**src/rtl/sakebi_rmii_tx.sv**
```systemverilog
// sakebi_rmii_tx: AXI4-Stream byte slave to RMII transmit dibits.
// Each frame gets a preamble and SFD, short frames are zero padded, an
// optional CRC-32 FCS is appended, and an inter-packet gap is enforced.
// The clock is the 50 MHz RMII REF_CLK, so TXD launches straight off it.
module sakebi_rmii_tx #(
  parameter int P_MIN_FRAME  = 60,
  parameter int P_APPEND_FCS = 1,
  parameter int P_IFG_BYTES  = 12
) (
  input  logic       i_axis_ACLK,
  input  logic       i_axis_ARESETn,
  input  logic       i_axis_TVALID,
  output logic       o_axis_TREADY,
  input  logic [7:0] i_axis_TDATA,
  input  logic       i_axis_TLAST,
  output logic       o_rmii_TX_EN,
  output logic [1:0] o_rmii_TXD,
  output logic       o_tx_busy,
  output logic       o_underrun
);

  typedef enum logic [2:0] {
    S_IDLE,
    S_PREAMBLE,
    S_SFD,
    S_DATA,
    S_PAD,
    S_FCS,
    S_IFG,
    S_DRAIN
  } state_t;

  localparam logic [10:0] MIN_FRAME = 11'(P_MIN_FRAME);
  localparam int          IFG_CYC   = P_IFG_BYTES * 4;
  // The IDLE cycle that follows IFG is itself a TX_EN-low cycle, so the IFG
  // state lasts one cycle less than the gap; a waiting frame then starts its
  // preamble exactly IFG_CYC low cycles after the previous frame.
  localparam logic [15:0] IFG_LAST  = (IFG_CYC >= 2) ? 16'(IFG_CYC - 2) : 16'd0;
  localparam logic [15:0] PRE_LAST  = 16'd27;
  localparam logic [15:0] FCS_LAST  = 16'd15;

  state_t      state_q, state_d;
  logic [15:0] cnt_q, cnt_d;            // dibit index within the current state
  logic [31:0] shift_q, shift_d;        // dibits still to send, LSB dibit next
  logic        last_q, last_d;          // byte in flight carried TLAST
  logic [10:0] byte_cnt_q, byte_cnt_d;  // payload + pad bytes, saturating
  logic [31:0] crc_q, crc_d;
  logic        tx_en_q, tx_en_d;
  logic [1:0]  txd_q, txd_d;

  logic        tready;
  logic        underrun;
  logic        take_byte;
  logic        end_body;
  logic        goto_ifg;
  logic [11:0] cnt_diff;
  logic        pad_needed;
  logic [10:0] byte_cnt_inc;

  // Reflected CRC-32 (poly 0x04C11DB7, reversed form 0xEDB88320), one byte.
  function automatic logic [31:0] crc_byte(input logic [31:0] crc_in,
                                           input logic [7:0]  data);
    logic [31:0] c;
    c = crc_in ^ {24'h000000, data};
    for (int i = 0; i < 8; i++) begin
      c = c[0] ? ((c >> 1) ^ 32'hEDB88320) : (c >> 1);
    end
    return c;
  endfunction

  // Sign of (bytes so far - minimum) decides whether padding is still owed;
  // done as a subtraction so a zero minimum simply never pads.
  assign cnt_diff     = {1'b0, byte_cnt_q} - {1'b0, MIN_FRAME};
  assign pad_needed   = cnt_diff[11];
  assign byte_cnt_inc = (byte_cnt_q == 11'h7FF) ? byte_cnt_q : byte_cnt_q + 11'd1;

  // Next-state, datapath and registered-output selection.
  always_comb begin
    state_d    = state_q;
    cnt_d      = cnt_q + 16'd1;
    shift_d    = shift_q;
    last_d     = last_q;
    byte_cnt_d = byte_cnt_q;
    crc_d      = crc_q;
    tready     = 1'b0;
    underrun   = 1'b0;
    take_byte  = 1'b0;
    end_body   = 1'b0;
    goto_ifg   = 1'b0;
    tx_en_d    = 1'b0;
    txd_d      = 2'b00;

    case (state_q)
      S_IDLE: begin
        cnt_d = '0;
        // A waiting byte starts the frame but is not consumed here.
        if (i_axis_TVALID) begin
          state_d    = S_PREAMBLE;
          crc_d      = 32'hFFFFFFFF;
          byte_cnt_d = '0;
          last_d     = 1'b0;
        end
      end
      S_PREAMBLE: begin
        if (cnt_q == PRE_LAST) begin
          state_d = S_SFD;
          cnt_d   = '0;
        end
      end
      S_SFD: begin
        if (cnt_q[1:0] == 2'd3) begin
          tready = 1'b1;
          if (i_axis_TVALID) take_byte = 1'b1;
          else               underrun  = 1'b1;
        end
      end
      S_DATA: begin
        shift_d = shift_q >> 2;
        if (cnt_q[1:0] == 2'd3) begin
          if (last_q) begin
            end_body = 1'b1;
          end else begin
            tready = 1'b1;
            if (i_axis_TVALID) take_byte = 1'b1;
            else               underrun  = 1'b1;
          end
        end
      end
      S_PAD: begin
        shift_d = shift_q >> 2;
        if (cnt_q[1:0] == 2'd3) end_body = 1'b1;
      end
      S_FCS: begin
        shift_d = shift_q >> 2;
        if (cnt_q == FCS_LAST) goto_ifg = 1'b1;
      end
      S_IFG: begin
        if (cnt_q == IFG_LAST) begin
          state_d = S_IDLE;
          cnt_d   = '0;
        end
      end
      S_DRAIN: begin
        // Swallow the rest of the aborted packet up to its TLAST beat.
        tready = 1'b1;
        if (i_axis_TVALID && i_axis_TLAST) goto_ifg = 1'b1;
      end
      default: begin
        state_d = S_IDLE;
        cnt_d   = '0;
      end
    endcase

    if (underrun) begin
      state_d = S_DRAIN;
      cnt_d   = '0;
    end

    // Accepted byte goes straight into the shifter: no bubble between bytes.
    if (take_byte) begin
      state_d    = S_DATA;
      cnt_d      = '0;
      shift_d    = {24'h000000, i_axis_TDATA};
      last_d     = i_axis_TLAST;
      byte_cnt_d = byte_cnt_inc;
      crc_d      = crc_byte(crc_q, i_axis_TDATA);
    end

    // Payload (or a pad byte) finished: more padding, FCS, or gap.
    if (end_body) begin
      if (pad_needed) begin
        state_d    = S_PAD;
        cnt_d      = '0;
        shift_d    = '0;
        byte_cnt_d = byte_cnt_inc;
        crc_d      = crc_byte(crc_q, 8'h00);
      end else if (P_APPEND_FCS != 0) begin
        state_d = S_FCS;
        cnt_d   = '0;
        shift_d = ~crc_q;
      end else begin
        goto_ifg = 1'b1;
      end
    end

    if (goto_ifg) begin
      cnt_d   = '0;
      state_d = (IFG_CYC >= 2) ? S_IFG : S_IDLE;
    end

    // Outputs are registered, so they follow the state being entered.
    case (state_d)
      S_PREAMBLE: begin
        tx_en_d = 1'b1;
        txd_d   = 2'b01;
      end
      S_SFD: begin
        tx_en_d = 1'b1;
        txd_d   = (cnt_d[1:0] == 2'd3) ? 2'b11 : 2'b01;
      end
      S_DATA, S_PAD, S_FCS: begin
        tx_en_d = 1'b1;
        txd_d   = shift_d[1:0];
      end
      default: begin
        tx_en_d = 1'b0;
        txd_d   = 2'b00;
      end
    endcase
  end

  // State, datapath and RMII output registers; reset drops TX_EN at once.
  always_ff @(posedge i_axis_ACLK or negedge i_axis_ARESETn) begin
    if (!i_axis_ARESETn) begin
      state_q    <= S_IDLE;
      cnt_q      <= '0;
      shift_q    <= '0;
      last_q     <= 1'b0;
      byte_cnt_q <= '0;
      crc_q      <= '0;
      tx_en_q    <= 1'b0;
      txd_q      <= 2'b00;
    end else begin
      state_q    <= state_d;
      cnt_q      <= cnt_d;
      shift_q    <= shift_d;
      last_q     <= last_d;
      byte_cnt_q <= byte_cnt_d;
      crc_q      <= crc_d;
      tx_en_q    <= tx_en_d;
      txd_q      <= txd_d;
    end
  end

  assign o_axis_TREADY = tready;
  assign o_underrun    = underrun;
  assign o_tx_busy     = (state_q != S_IDLE);
  assign o_rmii_TX_EN  = tx_en_q;
  assign o_rmii_TXD    = txd_q;

endmodule

```
**config.mk**
```make
export PLATFORM = sky130hd
export DESIGN_NAME = sakebi_rmii_tx
export DESIGN_NICKNAME = d
export VERILOG_FILES = /design/src/rtl/sakebi_rmii_tx.sv
export SDC_FILE = /design/constraint.sdc
export NUM_CORES = 1
export LEC_CHECK = 0
export CORE_MARGIN = 3
export CORE_UTILIZATION = 45
export DETAILED_ROUTE_END_ITERATION = 7
export SYNTH_ARGS = -nofsm -noshare
export SYNTH_HDL_FRONTEND = slang
export SYNTH_SLANG_ARGS = --single-unit
```
**constraint.sdc**
```tcl
create_clock -name i_axis_ACLK -period 3.5 [get_ports i_axis_ACLK]
set_input_delay 1.05 -clock i_axis_ACLK [delete_from_list [all_inputs] [get_ports i_axis_ACLK]]
set_output_delay 1.05 -clock i_axis_ACLK [all_outputs]
set_load 0.01 [all_outputs]
```
==> metrics.md, run 1 <==
| Metric | Value |
|---|---|
| Largest area contributor in the netlist | dfrtp_1 |
| Hold slack | about 0.48 ns |
| Hold Buf Count CTS | 0 |
| Synth Area in Simple Gates | between 10% and 20% |
| Endpoints failing setup | 0 |
| Clock transition at path regs | 0.06 ns |
| Gr usage total | around 22% |
| Register area share after synthesis | between 40 and 50% |
| Leakage power | approximately 2.6 nW |
| CP Class | input pin to output port |
| Crit-path max FO | 5 |
| GP Congestion | 0.893 |
| Max-Cap Viols | 0 |
| Synthesized Nets | 657 |
| Drt via density | 5.72 |
| Largest net degree at the start of global routing | 59 |
| Starting Density | a little under half |
| Antenna diodes | 0 |
| Yosys warnings | 0 |
| Final non-filler cell total | 834 |
| Post-CTS sizing | 0 |
| First-pass detailed-route iteration total | 5 |
| Fmax | ~0.30 GHz |
| Synth-to-layout area growth | 11.8% |
| Rel. slew slack | a little under two fifths |
| CTS tree | built |
| Initial antenna violation count | 0 |
| Syn_area_per_cell | roughly 9.4 µm² |
| Crit start category | input pin |
| Worst Clk Skew | roughly 0.01 ns |
| Adder-Cell Fraction of Synth Area | less than 1% |
| Design Area, Final | 6750 µm² |
| Post-synthesis compound-gate area fraction | 19.0% |
| Final HPWL from detailed placement | between 10000 and 15000 µm |
| Min Tclk post-route | 3.35 ns |
| DRT iter0 DRCs | roughly 370 |
| Max Transition Viols Final | 0 |
| Synth top area cells | dfrtp_1 (41%), xnor2_1 (14%), xor2_1 (6.1%), nor2_1 (5.2%), o21ai_0 (3.4%) |
| GR Overflow Total | 0 |
| Global-route wire length before repair | ~25000 µm |
| WL/cell | 18.1 µm |
| Port Buffers | 17 |
| PwrDens | ~1000 nW/µm² |
| Synth cell types | 65 |
| I/O pin count | 18 |
| EDFF count, synth | 0 |
| Synthesized flop and latch total | between 90 and 100 |
| Die Height | 122 µm |
| Post-layout util | approximately 52% |
| Post-DRT Antenna Nets | 0 |
| Die width | 122 µm |
| Clk root buf | clkbuf_16 |
| Largest family of logic cells by synthesized area | XOR/XNOR gates |
| Peak VDD IR | just under 700 µV |
| Setup TNS | 0 ns |
| Clock sinks | 98 |
| Nets | 673 |
| Dpl cells | slightly above 800 |
| Worst EP required | around 2.5 ns |
| Clk_lat worst skew | 0.36 ns |
| Slew @ Worst Pin | approximately 0.95 ns |
| CP Data Arrival Time | 2.30 ns |
| DIE AREA | roughly 15000 µm² |
| Final period utilization | between 90% and 100% |
| Post-synthesis xor/xnor area fraction | approximately a fifth |
| Share of synthesized registers carrying an async set or reset | 100% |
| Post-DP Area | between 6000 and 7000 µm² |
| Status | finished, final reports clean |
| WL final | between 15000 and 20000 µm |
| Post-CTS setup buffers | 0 |
| Routed vias | roughly 4800 |
| H-tree Lvls | 3 |
| Mapped Area | approximately 6000 µm² |
| Synth top area share | between 40% and 50% |
| Main synth FF type | dfrtp_1 |
| Total CTS buffers | 9 |
| Number of global-route vias before repair | approximately 4700 |
| Final Hold Viols | 0 |
| CP Capture Type | output port |
| Share of post-route cells with drive strength above 1 | 9.37% |
| DRC | 0 |
| Cells after synthesis | 642 |
| Core area | ~13000 µm² |
| Site Rows | 41 |
| Max Root-Sink Buffers | 2 |
| Mux contribution to synthesized area | under 10% |
| HP Class | register to register |
| RSZ-0062 raised after global routing | false |
routing by layer:
metal / global-route usage [%] / vias to the layer above / wire length (µm) / part of all wire, %
met3: 3.71 / 18 / 503 / 3.3
met4: 7.00 / 0 / 267 / 1.8
li1: - / 2301 / - / -
met2: 34.4 / 97 / 7120 / 47
met1: 30.0 / 2353 / 7190 / 48
met5: 0 / - / 0 / 0
cell usage in the layout (no fill, tap or decap), drive strengths merged, types with 2 or more instances in the layout:
cell / count
and2: 6
clkbuf: 9
and4: 2
or4: 5
dfrtp: 98
nand4: 9
xor2: 42
o221ai: 21
nand3: 15
a221oi: 2
nor3: 4
nand2: 28
buf: 29
o21a: 25
nor2: 84
xnor2: 96
or2: 4
o22ai: 32
a211oi: 7
clkinvlp: 3
o21ai: 45
o31ai: 2
a21o: 2
bufinv: 2
a21boi: 3
and3: 9
mux2i: 5
inv: 10
or4b: 2
a21oi: 14
ha: 3
nor2b: 2
clkdlybuf4s50: 16
cell usage after synthesis (3+ instances only):
cell type	n
xor2_1	42
a21boi_0	3
dfrtp_1	98
and3_1	9
nand2_1	28
nor2_1	84
nand3_1	15
ha_1	3
o22ai_1	32
xnor2_1	96
buf_1	6
or4_4	3
or2_2	3
o21ai_0	41
inv_1	9
o21a_1	25
a211oi_1	6
nor3_1	4
o221ai_1	21
clkbuf_8	4
nand4_1	9
mux2i_1	5
and2_1	6
buf_2	6
clkbuf_1	22
a21oi_1	14
logic make-up (layout without fill, tap and decap cells):
kind of cell / after synthesis / count (layout)
AO/OA/AOI/OAI: 167 / 167
flip-flops: 98 / 98
AND/OR/NAND/NOR: 181 / 181
buffers and inverters: 49 / 69
adder cells (fa/ha/maj): 3 / 3
XOR/XNOR: 138 / 138
multiplexers: 6 / 6
final cells by class:
type / instances / area [µm²]
clock buffers: 9 / 225
clock inverters: 6 / 91.3
fillers: 1211 / 6120
inverters: 9 / 33.8
multi-input cells: 495 / 3350
flip-flops and latches: 98 / 2450
well taps: 172 / 215
repair buffers: 45 / 390
report_power, final:
part | switching, mW | internal, mW | total (mW)
registers | 0.523 | 1.54 | 2.06
clock network | 0.451 | 0.625 | 1.08
logic | 1.85 | 1.84 | 3.69
flip-flops by register name, summed over array words and instances, names as in the netlist:
| register | flops |
|---|---|
| byte_cnt_q | 11 |
| state_q | 3 |
| shift_q | 32 |
| crc_q | 32 |
| last_q | 1 |
| o_rmii_TXD | 2 |
| o_rmii_TX_EN | 1 |
| cnt_q | 16 |
worst max-delay path, stage by stage:
cell,delay [ns]
clkdlybuf4s50_1,0.48
and3b_1,0.24
clkdlybuf4s50_1,0.53
stage by stage:
step / setup WS (ns) / total power, mW
after floorplan: 0.859 / 4.87
after global placement: 0.167 / 5.70
after detailed placement: 0.165 / 5.74
after CTS: 0.0774 / 6.86
after global routing: 0.103 / 7.32
final: 0.154 / 6.83
worst paths after layout:
| path | slack (ns) | end | startpoint | cells past startpoint |
|---|---|---|---|---|
| worst max-delay path | 0.15 | o_underrun | i_axis_TVALID | 3 |
| worst max register to register | 0.67 | o_rmii_TXD[1] | state_q[2] | 6 |
| worst min-delay path | 0.48 | byte_cnt_q[5] | byte_cnt_q[5] | 1 |
| min in group asynchronous | 0.69 | byte_cnt_q[2] | i_axis_ARESETn | 1 |
| max in group asynchronous | 2.12 | shift_q[7] | i_axis_ARESETn | 2 |
| worst min register to register | 0.48 | byte_cnt_q[5] | byte_cnt_q[5] | 1 |
Power figures use the tool's default switching activity.
==> inputs of run 2 (changes only) <==
Settings changed: SLEW_MARGIN set to 20.
==> results of run 2 <==
Same layout as run 1: the final DEF is identical, and so are final timing and power.
